<file path="src/rtl/fix_hpf_pkg.sv">
// Shared constants, corner encodings, state encoding and the output saturator
// for the multi-channel DC-block filter.
package fix_hpf_pkg;

    localparam int DW   = 16;             // sample width, signed
    localparam int CW   = 16;             // coefficient width, unsigned
    localparam int FRAC = 10;             // coefficient fractional bits
    localparam int SW   = DW + CW + 2;    // accumulator width

    localparam logic signed [SW-1:0] RND     = SW'(2 ** (FRAC - 1));
    localparam logic signed [SW-1:0] SAT_MAX = SW'(2 ** (DW - 1) - 1);
    localparam logic signed [SW-1:0] SAT_MIN = -(SW'(2 ** (DW - 1)));

    typedef enum logic [1:0] {
        CORNER_BYPASS = 2'd0,
        CORNER_008    = 2'd1,
        CORNER_002    = 2'd2,
        CORNER_00025  = 2'd3
    } corner_e;

    typedef enum logic [1:0] {
        ST_IDLE = 2'd0,
        ST_CALC = 2'd1,
        ST_OUT  = 2'd2
    } state_e;

    // (B, P) pairs in Q.FRAC; B = (1+P)/2 for a first-order DC blocker.
    localparam logic [CW-1:0] B_008   = CW'(732);
    localparam logic [CW-1:0] P_008   = CW'(441);
    localparam logic [CW-1:0] B_002   = CW'(931);
    localparam logic [CW-1:0] P_002   = CW'(838);
    localparam logic [CW-1:0] B_00025 = CW'(1011);
    localparam logic [CW-1:0] P_00025 = CW'(998);

    // Clamp a shifted accumulator value to the signed sample range.
    function automatic logic signed [DW-1:0] sat_dw(input logic signed [SW-1:0] v);
        logic signed [DW-1:0] r;
        if (v > SAT_MAX) begin
            r = SAT_MAX[DW-1:0];
        end else if (v < SAT_MIN) begin
            r = SAT_MIN[DW-1:0];
        end else begin
            r = v[DW-1:0];
        end
        return r;
    endfunction

endpackage

</file>
<file path="src/rtl/fix_hpf_coef_rom.sv">
// Corner selector to filter coefficients; purely combinational, the top
// registers the result when a frame starts.
module fix_hpf_coef_rom
    import fix_hpf_pkg::*;
(
    input  logic [1:0]    sel_i,
    output logic          bypass_o,
    output logic [CW-1:0] b_o,
    output logic [CW-1:0] p_o
);

    // Table lookup; bypass carries zero coefficients since they are unused.
    always_comb begin
        bypass_o = 1'b0;
        b_o      = '0;
        p_o      = '0;
        case (corner_e'(sel_i))
            CORNER_008: begin
                b_o = B_008;
                p_o = P_008;
            end
            CORNER_002: begin
                b_o = B_002;
                p_o = P_002;
            end
            CORNER_00025: begin
                b_o = B_00025;
                p_o = P_00025;
            end
            default: bypass_o = 1'b1;
        endcase
    end

endmodule

</file>
<file path="src/rtl/fix_hpf_mc.sv">
// Time-multiplexed first-order DC-block filter for NCH channels.
//   state   | meaning
//   IDLE    | in_ready high, waiting for a sample
//   CALC    | compute filter output, update history of the sample's channel
//   OUT     | present result; out_valid rises one cycle after entry, held until out_ready
module fix_hpf_mc
    import fix_hpf_pkg::*;
#(
    parameter  int NCH = 2,
    localparam int CHW = (NCH > 1) ? $clog2(NCH) : 1
) (
    input  logic                 clk,
    input  logic                 rst,
    input  logic [1:0]           sel_corner,
    input  logic                 clear,
    input  logic                 in_valid,
    output logic                 in_ready,
    input  logic [CHW-1:0]       in_ch,
    input  logic [DW-1:0]        in_data,
    output logic                 out_valid,
    input  logic                 out_ready,
    output logic [CHW-1:0]       out_ch,
    output logic [DW-1:0]        out_data
);

    state_e state_q, state_d;

    logic signed [DW-1:0] x_q;
    logic [CHW-1:0]       ch_q;
    logic                 byp_q;
    logic [CW-1:0]        b_q, p_q;
    logic signed [DW-1:0] x1_q [NCH];
    logic signed [DW-1:0] y1_q [NCH];
    logic [DW-1:0]        out_data_q;
    logic [CHW-1:0]       out_ch_q;
    logic                 out_valid_q;

    logic                 rom_byp;
    logic [CW-1:0]        rom_b, rom_p;
    logic                 accept;
    logic                 ch_ok;
    logic [CHW-1:0]       ch_idx;
    logic signed [DW:0]   diff;
    logic signed [SW-1:0] prod_b, prod_p, acc, shifted;
    logic signed [DW-1:0] y_calc;

    fix_hpf_coef_rom u_rom (
        .sel_i    (sel_corner),
        .bypass_o (rom_byp),
        .b_o      (rom_b),
        .p_o      (rom_p)
    );

    assign accept    = in_valid & in_ready;
    assign ch_ok     = (int'(ch_q) < NCH);
    assign ch_idx    = ch_ok ? ch_q : '0;
    assign out_valid = out_valid_q;
    assign out_ch    = out_ch_q;
    assign out_data  = out_data_q;

    // Filter datapath for the captured sample against its channel history.
    always_comb begin
        diff    = {x_q[DW-1], x_q} - {x1_q[ch_idx][DW-1], x1_q[ch_idx]};
        prod_b  = SW'(diff) * $signed(SW'(b_q));
        prod_p  = SW'(y1_q[ch_idx]) * $signed(SW'(p_q));
        acc     = prod_b + prod_p + RND;
        shifted = acc >>> FRAC;
        y_calc  = byp_q ? x_q : sat_dw(shifted);
    end

    // Next-state and handshake decode.
    always_comb begin
        state_d  = state_q;
        in_ready = 1'b0;
        case (state_q)
            ST_IDLE: begin
                in_ready = 1'b1;
                if (in_valid) state_d = ST_CALC;
            end
            ST_CALC: state_d = ch_ok ? ST_OUT : ST_IDLE;
            ST_OUT:  if (out_valid_q && out_ready) state_d = ST_IDLE;
            default: state_d = ST_IDLE;
        endcase
    end

    // State register.
    always_ff @(posedge clk or posedge rst) begin
        if (rst) state_q <= ST_IDLE;
        else     state_q <= state_d;
    end

    // Sample capture and per-frame corner latch.
    always_ff @(posedge clk or posedge rst) begin
        if (rst) begin
            x_q   <= '0;
            ch_q  <= '0;
            byp_q <= 1'b1;
            b_q   <= '0;
            p_q   <= '0;
        end else if (accept) begin
            x_q  <= in_data;
            ch_q <= in_ch;
            if (in_ch == '0) begin
                byp_q <= rom_byp;
                b_q   <= rom_b;
                p_q   <= rom_p;
            end
        end
    end

    // Channel history; a clear overrides an update landing in the same cycle.
    always_ff @(posedge clk or posedge rst) begin
        if (rst) begin
            for (int i = 0; i < NCH; i++) begin
                x1_q[i] <= '0;
                y1_q[i] <= '0;
            end
        end else if (clear) begin
            for (int i = 0; i < NCH; i++) begin
                x1_q[i] <= '0;
                y1_q[i] <= '0;
            end
        end else if (state_q == ST_CALC && ch_ok) begin
            x1_q[ch_idx] <= x_q;
            y1_q[ch_idx] <= y_calc;
        end
    end

    // Output register; valid asserts on the second OUT cycle and drops on handshake.
    always_ff @(posedge clk or posedge rst) begin
        if (rst) begin
            out_data_q  <= '0;
            out_ch_q    <= '0;
            out_valid_q <= 1'b0;
        end else begin
            if (state_q == ST_CALC && ch_ok) begin
                out_data_q <= y_calc;
                out_ch_q   <= ch_q;
            end
            if (out_valid_q && out_ready) begin
                out_valid_q <= 1'b0;
            end else if (state_q == ST_OUT) begin
                out_valid_q <= 1'b1;
            end
        end
    end

endmodule

</file>
<file path="config.mk">
export PLATFORM = sky130hd
export DESIGN_NAME = fix_hpf_mc
export DESIGN_NICKNAME = d
export VERILOG_FILES = /design/src/rtl/fix_hpf_pkg.sv /design/src/rtl/fix_hpf_coef_rom.sv /design/src/rtl/fix_hpf_mc.sv
export SDC_FILE = /design/constraint.sdc
export NUM_CORES = 1
export LEC_CHECK = 0
export ABC_AREA = 1
export BUFFER_PORTS_ARGS = -buffer_cell sky130_fd_sc_hd__buf_4
export CAP_MARGIN = 10
export CORE_UTILIZATION = 60
export CTS_CLUSTER_DIAMETER = 40
export DETAILED_ROUTE_END_ITERATION = 8
export PLACE_DENSITY = 0.77
export SLEW_MARGIN = 10
export SYNTH_ARGS = -nofsm -noshare
export SYNTH_HDL_FRONTEND = slang
export SYNTH_HIERARCHICAL = 1
export SYNTH_SLANG_ARGS = --single-unit
</file>
<file path="constraint.sdc">
create_clock -name clk -period 20.5 [get_ports clk]
set_input_delay 1.025 -clock clk [delete_from_list [all_inputs] [get_ports clk]]
set_output_delay 1.025 -clock clk [all_outputs]
set_load 0.005 [all_outputs]
</file>
==> summary.txt, run 1 <==
Cells and area
  – Diodes inserted: 0
  – Layout Nets: 3856
  – Share of layout cells above drive strength 1: 5.80%
  – Fillers: approximately 3600
  – Commonest non-fill, non-tap cell in the layout: inv_1
  – Area Overhead vs Synth: 4.81%
  – Most frequent cells in the layout: inv_1, nand2_1, fa_1, nor2_1, ha_1

Clock network
  – Clock tree buffer depth: 2
  – CTS Sinks: roughly 130
  – CTS Buf Count: 17
  – Register clock-pin slew on the reported worst setup and hold paths: 0.06 ns
  – H-tree levels: 4
  – Post-CTS Setup Inserts: 0
  – CTS tree: built
  – Worst-Skew Late Latency: 0.46 ns
  – Resized cells post-CTS: 0
  – CTS root buffer: clkbuf_16
  – CTS Hold Buffers Added: 0

Critical path
  – Crit end category: register
  – Critical path arrival: 11.64 ns
  – CP max FO: 52
  – Required time worst endpoint: 20.84 ns
  – Max stage delay cell, worst path: a21oi_4
  – Largest stage delay on the critical path: about 0.71 ns
  – Critical Path Most Common Cell: nand2_1
  – Worst Reg-to-Reg Cells: 46
  – Worst path top cell family by delay: adder cells
  – Total stage count of the critical path: 46
  – Setup Crit Path Kind: register to register
  – Worst Path Buf+Inv: 10
  – Crit path launch type: register

Timing
  – Worst hold slack: 0.471 ns
  – Unrepaired setup endpoints after global routing: no
  – Final Skew: around 0.016 ns
  – Endpoints failing hold: 0
  – Max Slew Vio Count: 0
  – Final setup violation count: 0
  – Fmax achieved: 88.5 MHz
  – Slew at the pin with the worst max-slew slack: between 1 and 1.5 ns
  – Sum Neg Setup Slack: 0 ns
  – Part of the cycle the worst path needs: a little under three fifths
  – Slew HR: 17.7%
  – Final worst path period need: 11.30 ns
  – Fin worst setup slack: 9.20 ns

Die
  – Num rows: 76
  – Die width: 211 um
  – Die area: 44300 um^2
  – Initial Utilization: about three fifths
  – CORE AREA: 43000 um^2
  – I/O Pins: 43
  – Chip Height: 211 um

Global routing
  – First-pass GRT wire length: about 120000 um
  – Initial antenna violation count: 0
  – Pin count of the biggest net entering global routing: 85
  – Total grt overflow: 0
  – Gr usage total: around 36%
  – Vias in the first global route: 22100

Logic synthesis
  – Sequential area share after synthesis: 12.9%
  – Avg Inst Size Synth: 8.29 um^2
  – Mapped Cells: 3146
  – Count of cell types in the netlist: 51
  – Synthesized cell area: about 26000 um^2
  – Main flop type after synthesis: dfrtp_1
  – Yosys warnings: 6
  – Post-synth EDFFs: 0
  – Synth Register Bits: 134
  – Async set or reset register ratio after synthesis: 100%

Routing
  – Drt wl/cell: 20.1 um
  – Detail Route Antenna Nets: 0
  – Avg Vias per Cell: around 5.6
  – DRC Markers: 0
  – Drt pass-1 iters: 8
  – Vias: 20600
  – Initial DRC Count: between 1500 and 2000
  – DRT Wirelength: 74600 um

Place
  – Worst Setup Slack post-DPL: ~9.4 ns
  – GP Congestion: 1.01
  – Port Buf Inserts: 42
  – DP HPWL: roughly 62000 um

Job
  – # Max-Cap Violations: 0

Hold path
  – Worst Hold Depth: 2
  – Hold crit path type: register to register

Outcome
  – Outcome: finished clean
[per-stage QoR]
stage,cells,instance area [um^2],utilization (%)
after floorplan,3157,26100,-
after global placement,3674,26700,62.2
after detailed placement,3674,26700,62.2
after CTS,3706,27300,63.6
after global routing,3706,27300,63.6
final,3706,27300,63.6
[cells in the mapped netlist (2+ instances only)]
master    instances  area [um^2]
clkbuf_1         87          327
buf_4            28          210
nand2_2          18          113
o21ai_0         115          576
xor2_1           27          236
buf_1             4         15.0
nor3_1            8         40.0
o21ai_1           5         25.0
o21a_1            4         30.0
nand2_1         558         2090
or2_2            29          181
fa_1            516        10300
nand2_4          16          180
or2_0             2         12.5
nor2_2            6         37.5
a31oi_1           3         18.8
inv_2             2         7.51
xnor2_1          15          131
nor4_1            6         37.5
a21o_1            7         52.6
nand3_1          55          275
nand3_2           2         20.0
o22ai_1          16          100
a211oi_1          2         15.0
inv_1           791         2970
nand3b_1          2         15.0
dfrtp_1         133         3330
ha_1            208         2600
nand4_1           2         12.5
a21oi_1          76          380
clkinv_1          3         11.3
nor2_1          375         1410
buf_2             4         20.0
buf_12            2         40.0
o21bai_1          3         22.5
[cells by family (layout without fill, tap and decap cells)]
kind of cell / count (synthesis) / count (layout) / synth area share (%)
simple gates: 1082 / 1082 / 17.2
compound gates: 238 / 238 / 4.96
xor+xnor: 44 / 44 / 1.58
fa+ha+maj: 724 / 724 / 49.6
buf+inv: 923 / 887 / 13.9
other cells: 1 / 12 / 0.0144
flops: 134 / 134 / 12.9
[area by class of cell]
cell class,count,area [um^2],area share (%)
timing repair buffer,58,435,1.59
clock inverter,15,204,0.746
clock buffer,17,425,1.56
multi-input combinational,2100,19200,70.2
sequential,134,3350,12.3
inverter,797,3000,11.0
tap,585,732,2.68
[layer usage]
layer / vias up / GRT usage (%) / part of all wire [%]
met5: - / 0 / 0
met4: 0 / 17.9 / 5.6
met3: 248 / 7.73 / 9.3
met2: 1073 / 56.3 / 46
met1: 10300 / 46.7 / 39
li1: 9030 / - / -
[sequential cells by signal (all words and copies together), names as in the netlist]
| name | count |
|---|---|
| state_q | 2 |
| out_data | 16 |
| b_q | 16 |
| y1_q | 32 |
| out_valid | 1 |
| out_ch | 1 |
| byp_q | 1 |
| x1_q | 32 |
| p_q | 16 |
| x_q | 16 |
| ch_idx | 1 |
[worst paths after layout]
check / end / slack (ns) / from
worst max-delay path: y1_q[12] / 9.20 / ch_idx
worst min-delay path: y1_q[30] / 0.47 / y1_q[30]
worst max register to register: y1_q[12] / 9.20 / ch_idx
worst min register to register: y1_q[30] / 0.47 / y1_q[30]
max in group asynchronous: y1_q[12] / 18.50 / rst
min in group asynchronous: x1_q[18] / 0.72 / rst
[worst register-to-register path: cells and delay by family, from the launching register on]
family / cells / cell delay, ns
adders and majority gates: 11 / 4.98
xor gates and xnor gates: 1 / 0.22
DFF: 1 / 0.32
and+or+nand+nor: 21 / 3.05
buffers and inverters: 10 / 1.62
AOI/OAI and AO/OA: 3 / 1.00
Power of run 1 is not shown: default switching activity piles up to over one toggle a cycle in this logic, so the estimate is an artifact.
==> run 2: changes to the inputs <==
- ABC_AREA: 1 -> 0
- clock period: 20.5 -> 11.8 ns (I/O delays scaled with it)
==> summary.txt, run 2 <==
Outcome
  – Outcome: finished clean (unchanged)

Place
  – Worst Setup Slack post-DPL: 0.309 ns (was 9.40 ns)
  – Cell total after placement: 3248 (was 3674)
  – Placed Area: 26800 um^2 (was 26700 um^2)
  – DP HPWL: 51200 um (was 61900 um)
  – GP Congestion: 0.937 (was 1.01)
  – Port Buf Inserts: 42 (unchanged)

Clock network
  – CTS Buf Count: 17 (unchanged)
  – H-tree levels: 4 (unchanged)
  – Clock tree buffer depth: 2 (unchanged)
  – CTS root buffer: clkbuf_16 (unchanged)
  – Worst-Skew Late Latency: 0.46 ns (about the same)
  – Register clock-pin slew on the reported worst setup and hold paths: 0.07 ns (was 0.06 ns)
  – CTS tree: built (unchanged)
  – CTS Sinks: 134 (unchanged)

Logic synthesis
  – Count of cell types in the netlist: 67 (was 51)
  – Area leader, netlist: fa_1 (unchanged)
  – Avg Inst Size Synth: 9.63 um^2 (was 8.29 um^2)
  – Main flop type after synthesis: dfrtp_1 (unchanged)
  – Sequential area share after synthesis: 12.9% (about the same)
  – Yosys warnings: 6 (unchanged)
  – Share of the synthesized area in the top cell type: 39.6% (about the same)
  – Synth top area cells: fa_1, dfrtp_1, ha_1 (was fa_1, dfrtp_1, inv_1)
  – Post-synth EDFFs: 0 (unchanged)
  – Synth Register Bits: 134 (unchanged)
  – Synthesized cell area: 26100 um^2 (about the same)
  – Mapped Cells: 2707 (was 3146)
  – Async set or reset register ratio after synthesis: 100% (unchanged)
  – Post-synth top cells: inv_1, fa_1, nand2_1 (was inv_1, nand2_1, fa_1)
  – Count leader, synth: inv_1 (unchanged)

Job
  – # Max-Cap Violations: 0 (unchanged)

Routing
  – Drt pass-1 iters: 5 (was 8)
  – Initial DRC Count: 1173 (was 1894)
  – DRT Wirelength: 64400 um (was 74600 um)
  – DRC Markers: 0 (unchanged)
  – Drt wl/cell: 19.6 um (was 20.1 um)
  – Vias: 18500 (was 20600)
  – Avg Vias per Cell: 5.64 (was 5.56)
  – Detail Route Antenna Nets: 0 (unchanged)

Cells and area
  – Top flop regs: x1_q (32), y1_q (32) (unchanged)
  – Layout Nets: 3433 (was 3856)
  – Area Overhead vs Synth: 5.59% (was 4.81%)
  – Reg area: 3360 um^2 (was 3350 um^2)
  – Share of layout cells above drive strength 1: 7.89% (was 5.80%)
  – Final std cells w/o fill: 3284 (was 3706)
  – Fillers: 3434 (was 3631)
  – Most frequent cells in the layout: inv_1, fa_1, nand2_1, and2_1, ha_1 (was inv_1, nand2_1, fa_1, nor2_1, ha_1)
  – Post-route cell area: 27500 um^2 (was 27300 um^2)
  – Commonest non-fill, non-tap cell in the layout: inv_1 (unchanged)
  – Multi-input gate area: 19800 um^2 (was 19200 um^2)

Global routing
  – First-pass GRT wire length: 106000 um (was 119000 um)
  – Initial antenna violation count: 3 (was 0)
  – Vias in the first global route: 20600 (was 22100)
  – Met2 usage: 54.9% (was 56.3%)
  – M3 GR Usage: 3.29% (was 7.73%)
  – GR peak layer: met2 (unchanged)
  – Pin count of the biggest net entering global routing: 78 (was 85)
  – Total grt overflow: 0 (unchanged)
  – Gr usage total: 30.9% (was 35.7%)
  – Grt met1 use: 37.8% (was 46.7%)

Critical path
  – Critical Path Most Common Cell: fa_1 (was nand2_1)
  – Critical path arrival: 11.56 ns (was 11.64 ns)
  – Crit path launch type: register (unchanged)
  – R2r setup slk: 0.53 ns (was 9.20 ns)
  – Required time worst endpoint: 12.09 ns (was 20.84 ns)
  – Largest stage delay on the critical path: 0.56 ns (was 0.71 ns)
  – CP max FO: 16 (was 52)
  – Crit end category: register (unchanged)
  – Setup Crit Path Kind: register to register (unchanged)
  – Max stage delay cell, worst path: fa_1 (was a21oi_4)

Die
  – Die area: 44300 um^2 (about the same)
  – Num rows: 76 (unchanged)
  – Initial Utilization: 60.7% (about the same)
  – Chip Height: 210 um (was 211 um)
  – I/O Pins: 43 (unchanged)
  – Die width: 210 um (was 211 um)
  – CORE AREA: 43000 um^2 (unchanged)

Timing
  – Slew HR: 22.9% (was 17.7%)
  – Final setup violation count: 0 (unchanged)
  – Fin worst setup slack: 0.531 ns (was 9.20 ns)
  – Slew at the pin with the worst max-slew slack: 1.15 ns (was 1.23 ns)
  – Part of the cycle the worst path needs: 95.5% (was 55.1%)
  – Endpoints failing hold: 0 (unchanged)
  – Fmax achieved: 88.7 MHz (was 88.5 MHz)
  – Max Slew Vio Count: 0 (unchanged)
  – Final Skew: 0.0198 ns (was 0.0156 ns)
  – Worst hold slack: 0.196 ns (was 0.471 ns)
  – Final worst path period need: 11.27 ns (was 11.30 ns)

Hold path
  – Hold crit path type: input port to async pin (was register to register)
==> run 2: cell types whose count changed in the layout (fill, tap and decap cells not counted), moves of 20 or more <==
cell | previous run | this run
nand3_1 | 55 | 7
nand2_1 | 558 | 256
and2_1 | 0 | 235
nand2b_1 | 0 | 37
nor2_1 | 374 | 24
mux2_2 | 0 | 59
nor2b_1 | 0 | 74
a22o_1 | 0 | 32
o21ai_0 | 112 | 49
inv_1 | 790 | 655
mux2i_1 | 0 | 20
a21oi_1 | 76 | 33
o221ai_1 | 0 | 28
==> run 2: cells by family after synthesis <==
logic type / Yosys count / share of synthesized area [%]
AOI/OAI and AO/OA: 230 / 6.40
xor gates and xnor gates: 46 / 1.55
adders and majority gates: 724 / 49.6
buffers and inverters: 786 / 11.8
DFF: 134 / 12.9
muxes: 80 / 3.37
other: 1 / 0.0144
and+or+nand+nor: 706 / 14.4
==> run 2: worst max-delay path, delay by kind of cell (launching register included) <==
kind / cells / cell delay (ns)
buffers and inverters: 8 / 0.75
AOI/OAI and AO/OA: 17 / 3.58
and+or+nand+nor: 4 / 0.68
adders and majority gates: 11 / 5.01
xor gates and xnor gates: 1 / 0.22
DFF: 1 / 0.47
muxes: 1 / 0.37
==> run 2: area by class of cell <==
| cell class | count | share of cell area, % |
|---|---|---|
| Antenna cell | 1 | 0.00909 |
| Inverter | 656 | 8.96 |
| Clock buffer | 18 | 1.60 |
| Timing Repair Buffer | 77 | 2.15 |
| Tap cell | 585 | 2.66 |
| Sequential cell | 134 | 12.2 |
| Clock inverter | 14 | 0.673 |
| Multi-Input combinational cell | 1799 | 71.8 |
==> run 2: through the flow <==
step                setup TNS [ns]  util, %
floorplan                        0        -
global placement                 0     62.4
detailed placement               0     62.4
CTS                              0     63.9
global route               -0.0416     64.0
finish                           0     64.0
==> run 2: metal layers <==
| layer | wire (um) | up-vias |
|---|---|---|
| met5 | 0 | - |
| met4 | 3280 | 0 |
| met3 | 3240 | 167 |
| met2 | 33200 | 657 |
| met1 | 24700 | 9651 |
| li1 | - | 8052 |
==> run 2: path summary, 6_finish.rpt <==
| path | endpoint | cells past startpoint | start |
|---|---|---|---|
| worst max-delay path | y1_q[14] | 42 | ch_idx |
| worst min-delay path | out_valid | 2 | rst |
| worst max register to register | y1_q[14] | 42 | ch_idx |
| worst min register to register | out_ch | 2 | out_ch |
| max in group asynchronous | y1_q[20] | 3 | rst |
| min in group clk | out_valid | 2 | out_ready |
==> run 2: repair_timing <==
action,CTS,global route
endpoints found under the hold margin,0,0
hold buffers,0,0
gates resized for setup,0,10
setup endpoints to repair,0,48
buffers inserted,0,2
Power of run 2 is left out for the same reason.
